$ cat src/rtl/uart_tx.sv
// uart_tx: 8-bit UART transmitter, start + 8 data LSB first + optional parity + 1/2 stop bits.
module uart_tx #(
  parameter int freq      = 50_000_000,
  parameter int baud_rate = 9600,
  parameter int PARITY    = 0,
  parameter int STOP_BITS = 1
) (
  input  logic       clk,
  input  logic       rst,
  input  logic [7:0] tx_data,
  input  logic       tx_start,
  output logic       tx_ready,
  output logic       tx,
  output logic       tx_busy,
  output logic       tx_done
);
  localparam int B  = freq / baud_rate;
  localparam int CW = $clog2(B);
  typedef enum logic [2:0] {IDLE, START, DATA, PAR, STOP} state_t;
  state_t        state_q, state_d;
  logic [CW-1:0] cnt_q, cnt_d;
  logic [2:0]    bit_q, bit_d;
  logic [7:0]    shift_q, shift_d;
  logic          par_q, par_d;
  logic          tx_q, tx_d;
  logic          done_q, done_d;
  logic          ready_q, busy_q;
  logic          last;
  assign last = cnt_q == CW'(B - 1);
  always_comb begin
    state_d = state_q;
    bit_d   = bit_q;
    shift_d = shift_q;
    par_d   = par_q;
    done_d  = 1'b0;
    cnt_d   = (state_q == IDLE || last) ? '0 : cnt_q + 1'b1;
    case (state_q)
      IDLE: if (tx_start) begin
        shift_d = tx_data;
        par_d   = (PARITY == 2) ? ~^tx_data : ^tx_data;
        state_d = START;
      end
      START: if (last) begin
        state_d = DATA;
        bit_d   = 3'd0;
      end
      DATA: if (last) begin
        shift_d = shift_q >> 1;
        bit_d   = bit_q + 3'd1;
        if (bit_q == 3'd7) begin
          state_d = (PARITY != 0) ? PAR : STOP;
          bit_d   = 3'd0;
        end
      end
      PAR: if (last) begin
        state_d = STOP;
        bit_d   = 3'd0;
      end
      STOP: if (last) begin
        // bit_q doubles as the stop-bit counter
        if (bit_q == 3'(STOP_BITS - 1)) begin
          state_d = IDLE;
          done_d  = 1'b1;
        end else begin
          bit_d = bit_q + 3'd1;
        end
      end
      default: state_d = IDLE;
    endcase
    tx_d = (state_d == START) ? 1'b0 :
           (state_d == DATA)  ? shift_d[0] :
           (state_d == PAR)   ? par_d : 1'b1;
  end
  always_ff @(posedge clk or negedge rst) begin
    if (!rst) begin
      state_q <= IDLE;
      cnt_q   <= '0;
      bit_q   <= 3'd0;
      shift_q <= 8'd0;
      par_q   <= 1'b0;
      tx_q    <= 1'b1;
      done_q  <= 1'b0;
      ready_q <= 1'b1;
      busy_q  <= 1'b0;
    end else begin
      state_q <= state_d;
      cnt_q   <= cnt_d;
      bit_q   <= bit_d;
      shift_q <= shift_d;
      par_q   <= par_d;
      tx_q    <= tx_d;
      done_q  <= done_d;
      ready_q <= state_d == IDLE;
      busy_q  <= state_d != IDLE;
    end
  end
  assign tx       = tx_q;
  assign tx_done  = done_q;
  assign tx_ready = ready_q;
  assign tx_busy  = busy_q;
endmodule
$ cat config.mk
export PLATFORM = sky130hd
export DESIGN_NAME = uart_tx
export DESIGN_NICKNAME = d
export VERILOG_FILES = /design/src/rtl/uart_tx.sv
export SDC_FILE = /design/constraint.sdc
export NUM_CORES = 1
export LEC_CHECK = 0
export ABC_CLOCK_PERIOD_IN_PS = 5200
export CAP_MARGIN = 10
export CORE_MARGIN = 2
export CORE_UTILIZATION = 30
export DETAILED_ROUTE_END_ITERATION = 8
export PLACE_DENSITY = 0.54
export SLEW_MARGIN = 20
export SYNTH_ARGS = -nofsm -noshare
export SYNTH_HDL_FRONTEND = slang
export SYNTH_SLANG_ARGS = --single-unit
$ cat constraint.sdc
create_clock -name clk -period 5.2 [get_ports clk]
set_input_delay 1.04 -clock clk [delete_from_list [all_inputs] [get_ports clk]]
set_output_delay 1.04 -clock clk [all_outputs]
set_load 0.01 [all_outputs]
# After elaboration in Yosys (flattened, before gate mapping)
# Cells that the tools add are included.
# totals
register_bits	32
latch_bits	0
mem_bits_rw	0
mem_bits_ro	0
in_bits	11
out_inout_bits	4
wordCells	63
memories	0
# classes
addsub	2
mul	0
div	0
n_lt_le_gt_ge	0
n_eq_ne	14
shift	0
n_mux	26
bitwise	0
n_reduce_logical	11
# ops
op	n
$mux W3	12
$mux W8	2
$pmux W8 S2	1
$pmux W3 S5	1
$add A13 B1 Y13 const B	1
$eq A13 B13 Y1 const B	1
$mux W13	1
$eq A3 B2 Y1 const B	4
$logic_not A3 Y1	3
$pmux W3 S3	1
$mux W1	8
$ne A2 B2 Y1 const B	4
$reduce_xor A8 Y1	1
$eq A3 B1 Y1 const B	2
$eq A3 B3 Y1 const B	2
$reduce_bool A3 Y1	2
$reduce_and A5 Y1	1
$add A3 B1 Y3 const B	1
$reduce_and A3 Y1	1
$ne A2 B1 Y1 const B	1
$reduce_bool A2 Y1	1
$reduce_or A2 Y1	1
$logic_or A1 B1 Y1	1

# Depth between registers and ports, before layout
# logic_depth
depth_word	8
ltp_mapped	7
depth_no_buf	7

# Worst setup path after synthesis
# Ideal clock, no wire load.
# synth_timing
path_kind	input to register
startpoint	input tx_start
endpoint	register tx_q (netlist: tx)
setup_ns	0.082
arrival_time_ns	2.194
required_time_ns	5.118
setup_slack_ns	2.925
stages	5
n_path_buf	1
path_cell_list	nor4b_1 > clkbuf_1 > o21bai_1 > inv_1 > a211o_1
# synth_between
elab_chain_len	6
word_cells_on_any_way	12
classes_between	3 x eq/ne; 9 x mux
# synth_lines
item	line_no	rtl
from (decl)	11	input logic tx_start,
$mux W3 (*)	38	IDLE: if (tx_start) begin
$pmux W3 S5 (*)	37	case (state_q)
via state_d[0]	20	state_t state_q, state_d;
$eq A3 B2 Y1	72	(state_d == PAR) ? par_d : 1'b1;
$mux W1	72	
$mux W1	71	(state_d == DATA) ? shift_d[0] :
$mux W1 (*)	70	tx_d = (state_d == START) ? 1'b0 :
via tx_d	25	logic tx_q, tx_d;
to (signal assigned)	91	tx_q <= tx_d;
to (decl)	25	
# Mark *: on every way through the listed nets, which the timed path passes. The rest lies on a longest branch. The select of a mux whose other input is x is not followed.
# A chain may end at the register's enable or synchronous reset.

# Final worst setup path
# layout_timing
startpoint	input tx_start
endpoint	register tx_q (netlist: tx)
# layout_between
word_cells_on_any_way	12
classes_between	3 x eq/ne; 9 x mux
# layout_rtl
item	line_no	rtl
$mux W8	38	
$pmux W8 S2	37	
via shift_d[0]	23	logic [7:0] shift_q, shift_d;
$mux W1	71	
$mux W1	70	
via tx_d	25	
# The timed path passes the listed nets, and every way through them passes these cells. The select of a mux whose other input is x is not followed.

==> results_dict.tcl <==
set metrics [dict create \
    status "complete, no violations" \
    holdCritStartpoint "cnt_q[0]" \
    maxSlewHeadroom 0.696 \
    die_w_um 78.6 \
    switchingPower_mw 0.101 \
    p_leak_nw 0.861 \
    synth_top_family_by_area "simple AND/OR/NAND/NOR gates" \
    holdPathEnd "cnt_q[0]" \
    use_met3 0.0310 \
    regArea_um2 803 \
    fillers 548 \
    place_congestion 0.770 \
    fin_setup_tns_ns 0 \
    skew_ns 0.00896 \
    drt-wirelength-per-cell_um 12.5 \
    synth_seq_area_share 0.481 \
    dp_hpwl_mm 2.26 \
    yosys-top-cells-area "dfrtp_1 45%, xnor2_1 7.3%, nor2_1 4.5%, a221o_1 3.6%, dfstp_2 3.1%" \
    peakVddDrop_mv 0.154 \
    rows 27 \
    reg2reg_to "shift_q[6]" \
    ys_types 40 \
    critPathArrivalTime_ns 2.70 \
    p_seq_frac 0.550 \
    busiest_layer "met2" \
    yosysTopAreaCellShare 0.450 \
    end_kind "flop" \
    power_frac_clock 0.388 \
    yosys.area.top_type "dfrtp_1" \
    grt_util_met2 0.174 \
    multi_input_area_um2 820 \
    crit_start "tx_start" \
    h-tree-depth 2 \
    cts_sinks 32 \
    cts_tree "yes" \
    synth_edf_count 0 \
    netSwitchingFraction 0.218 \
    cpMostUsedCell "mux2i_1" \
    ctsRootBufferMaster "clkbuf_8" \
    cp-start-kind "input port" \
    synthAdderAreaFrac 0.0300 \
    rsz0062_at_grt "no" \
    max_freq_mhz 401 \
    die_area_um2 6180 \
    worstHoldPathCells 1 \
    path_delay_family "buffers and inverters" \
    min_period_over_period 0.479 \
    clk_pin_slew_worst_paths_ns 0.07 \
    gr-total-overflow 0 \
    syn_area_per_cell_um2 10.6 \
    io_pins 15 \
    drt_pre_antenna_iters 4 \
    insertion_delay_ns 0.28 \
    grt_pass1_vias 1170 \
    synth_cells 158 \
    internal-power_mw 0.364 \
    synth_compound_area_frac 0.0915 \
    period_minus_slack_ns 2.49 \
    drc 0 \
    syn_area_um2 1670 \
    yosys.area_share.simple 0.238 \
    finalSetupViolations 0 \
    cap_violations 0 \
    wirelength_mm 3.11 \
    yosys_warnings 0 \
    grt_first_pass_wirelength_mm 5.40 \
    worst_pin_slew_ns 0.450 \
    cts_resized 0 \
    power_density_nw_per_um2 235 \
    crit_path_max_incr_delay_ns 0.48 \
    r2r-start "cnt_q[0]" \
    ys.flop_type "dfrtp_1" \
    initial_utilization 0.307 \
    synth.area.mux_share 0.0367 \
    drt_iter0_drc 34 \
    cts.path.max_buffers 2 \
    cp_slowest_cell "clkdlybuf4s50_1" \
    ff2ff_path_depth 6 \
    slew_viol_final 0 \
    synth-xor-area-share 0.0945 \
    drive_above_1_share 0.119 \
    critical_path_required_ns 5.41 \
    regToRegSetupSlack_ns 2.81 \
    crit_type "in2reg" \
    synth_seq_cells 32 \
    grt_max_degree 33 \
    hold_viol_final 0 \
    detail-route-antenna-nets 0 \
    syn_nets 173 \
    whs_ns 0.486 \
    die_height_um 78.6 \
    crit_buf_inv 1 \
    vias_per_cell 4.70 \
    numCtsBuffers 5 \
    p_comb_frac 0.063 \
    num_vias 1171 \
    areaGrowthSynthToFinish_pct 18.6 \
    post-cts-setup-buffers 0 \
    async_flop_share 1.00 \
    worstPathMaxFanout 2 \
    track_usage 0.112 \
    coreArea_um2 5440 \
    antenna_found_initial 0 \
    hold_path.class "reg2reg" \
    antenna_cells 0 \
    crit_path_cell_trace "clkdlybuf4s50_1, nor4b_1, mux2i_1, mux2i_1, o21bai_1, a211o_1" \
    portBuffers 14 \
    gr-usage-met1 0.145 \
    fin_nets 191 \
    postCtsHoldBufs 0 \
]
==> worst max-delay path by stage <==
stage | to | slack (ns) | cells past startpoint
after detailed placement | tx | 2.40 | 6
final | tx | 2.71 | 6
after global placement | tx | 2.43 | 6
after CTS | tx | 2.70 | 6
after floorplan | tx | 2.92 | 5
after global routing | tx | 2.52 | 6
==> metal layers <==
layer / up-vias / share of wire
met2: 12 / 0.45
met1: 571 / 0.51
met3: 5 / 0.030
met4: 0 / 0.015
met5: - / 0
li1: 583 / -
==> cells in the final DEF (no fill, tap or decap), types with 6 or more instances in the layout <==
| cell | count |
|---|---|
| dfrtp_1 | 30 |
| inv_1 | 6 |
| clkdlybuf4s50_1 | 14 |
| nand2_1 | 6 |
| nor2_1 | 20 |
| xnor2_1 | 14 |
| a221o_1 | 6 |
| and2_1 | 6 |
==> kinds of logic (layout without fill, tap and decap cells) <==
| logic type | Yosys count | in the layout |
|---|---|---|
| buffers and inverters | 12 | 31 |
| multiplexers | 6 | 6 |
| AO/OA/AOI/OAI | 19 | 19 |
| XOR/XNOR | 18 | 18 |
| adder cells (fa/ha/maj) | 4 | 4 |
| flip-flops | 32 | 32 |
| AND/OR/NAND/NOR | 67 | 67 |
==> flip-flops by register name (all words and copies together), names as in the netlist <==
register  cells
bit_q         3
cnt_q        13
par_q         1
shift_q       8
state_q       3
tx            1
tx_busy       1
tx_done       1
tx_ready      1
==> final cells by class <==
type,instances,share of cell area
sequential,32,0.406
clock inverter,1,0.00253
tap,72,0.0455
clock buffer,7,0.0386
inverter,6,0.0114
multi-input combinational,114,0.414
timing repair buffer,17,0.0822
==> power by group through the flow <==
stage	clock network, mW	registers (mW)	logic, mW
finish	0.180	0.256	0.0292
global route	0.202	0.256	0.0328
CTS	0.190	0.255	0.0303
detailed placement	0	0.260	0.0300
global placement	0	0.260	0.0294
floorplan	0	0.260	0.0136
==> worst reg2reg max path, stage by stage (launching register included) <==
cell and delay [ns]:
dfrtp_1 0.38, ha_1 0.25, nand4b_2 0.19, nor4_4 0.50, mux2i_1 0.14, or3_1 0.45
a221o_1 0.35
==> synth_stat cells, types with 3 or more instances <==
| library cell | count |
|---|---|
| dfrtp_1 | 30 |
| xnor2_1 | 14 |
| and3_1 | 4 |
| ha_1 | 4 |
| a221o_1 | 6 |
| nand4_1 | 3 |
| nand2b_1 | 4 |
| clkbuf_1 | 5 |
| inv_1 | 6 |
| nor2_1 | 20 |
| nand2_1 | 6 |
| and2_1 | 6 |
| xor2_1 | 4 |
| nand3_1 | 5 |
| mux2i_1 | 5 |
| nor3_1 | 5 |
==> per-stage QoR <==
stage | instance area, µm² | worst slack, ns | instances | utilization | power (mW)
after floorplan | 1670 | 2.92 | 158 | - | 0.273
after CTS | 1980 | 2.70 | 249 | 0.364 | 0.476
after global placement | 1900 | 2.43 | 241 | 0.349 | 0.290
after detailed placement | 1900 | 2.40 | 241 | 0.349 | 0.290
final | 1980 | 2.71 | 249 | 0.364 | 0.465
after global routing | 1980 | 2.52 | 249 | 0.364 | 0.491
Power figures use the tool's default switching activity.
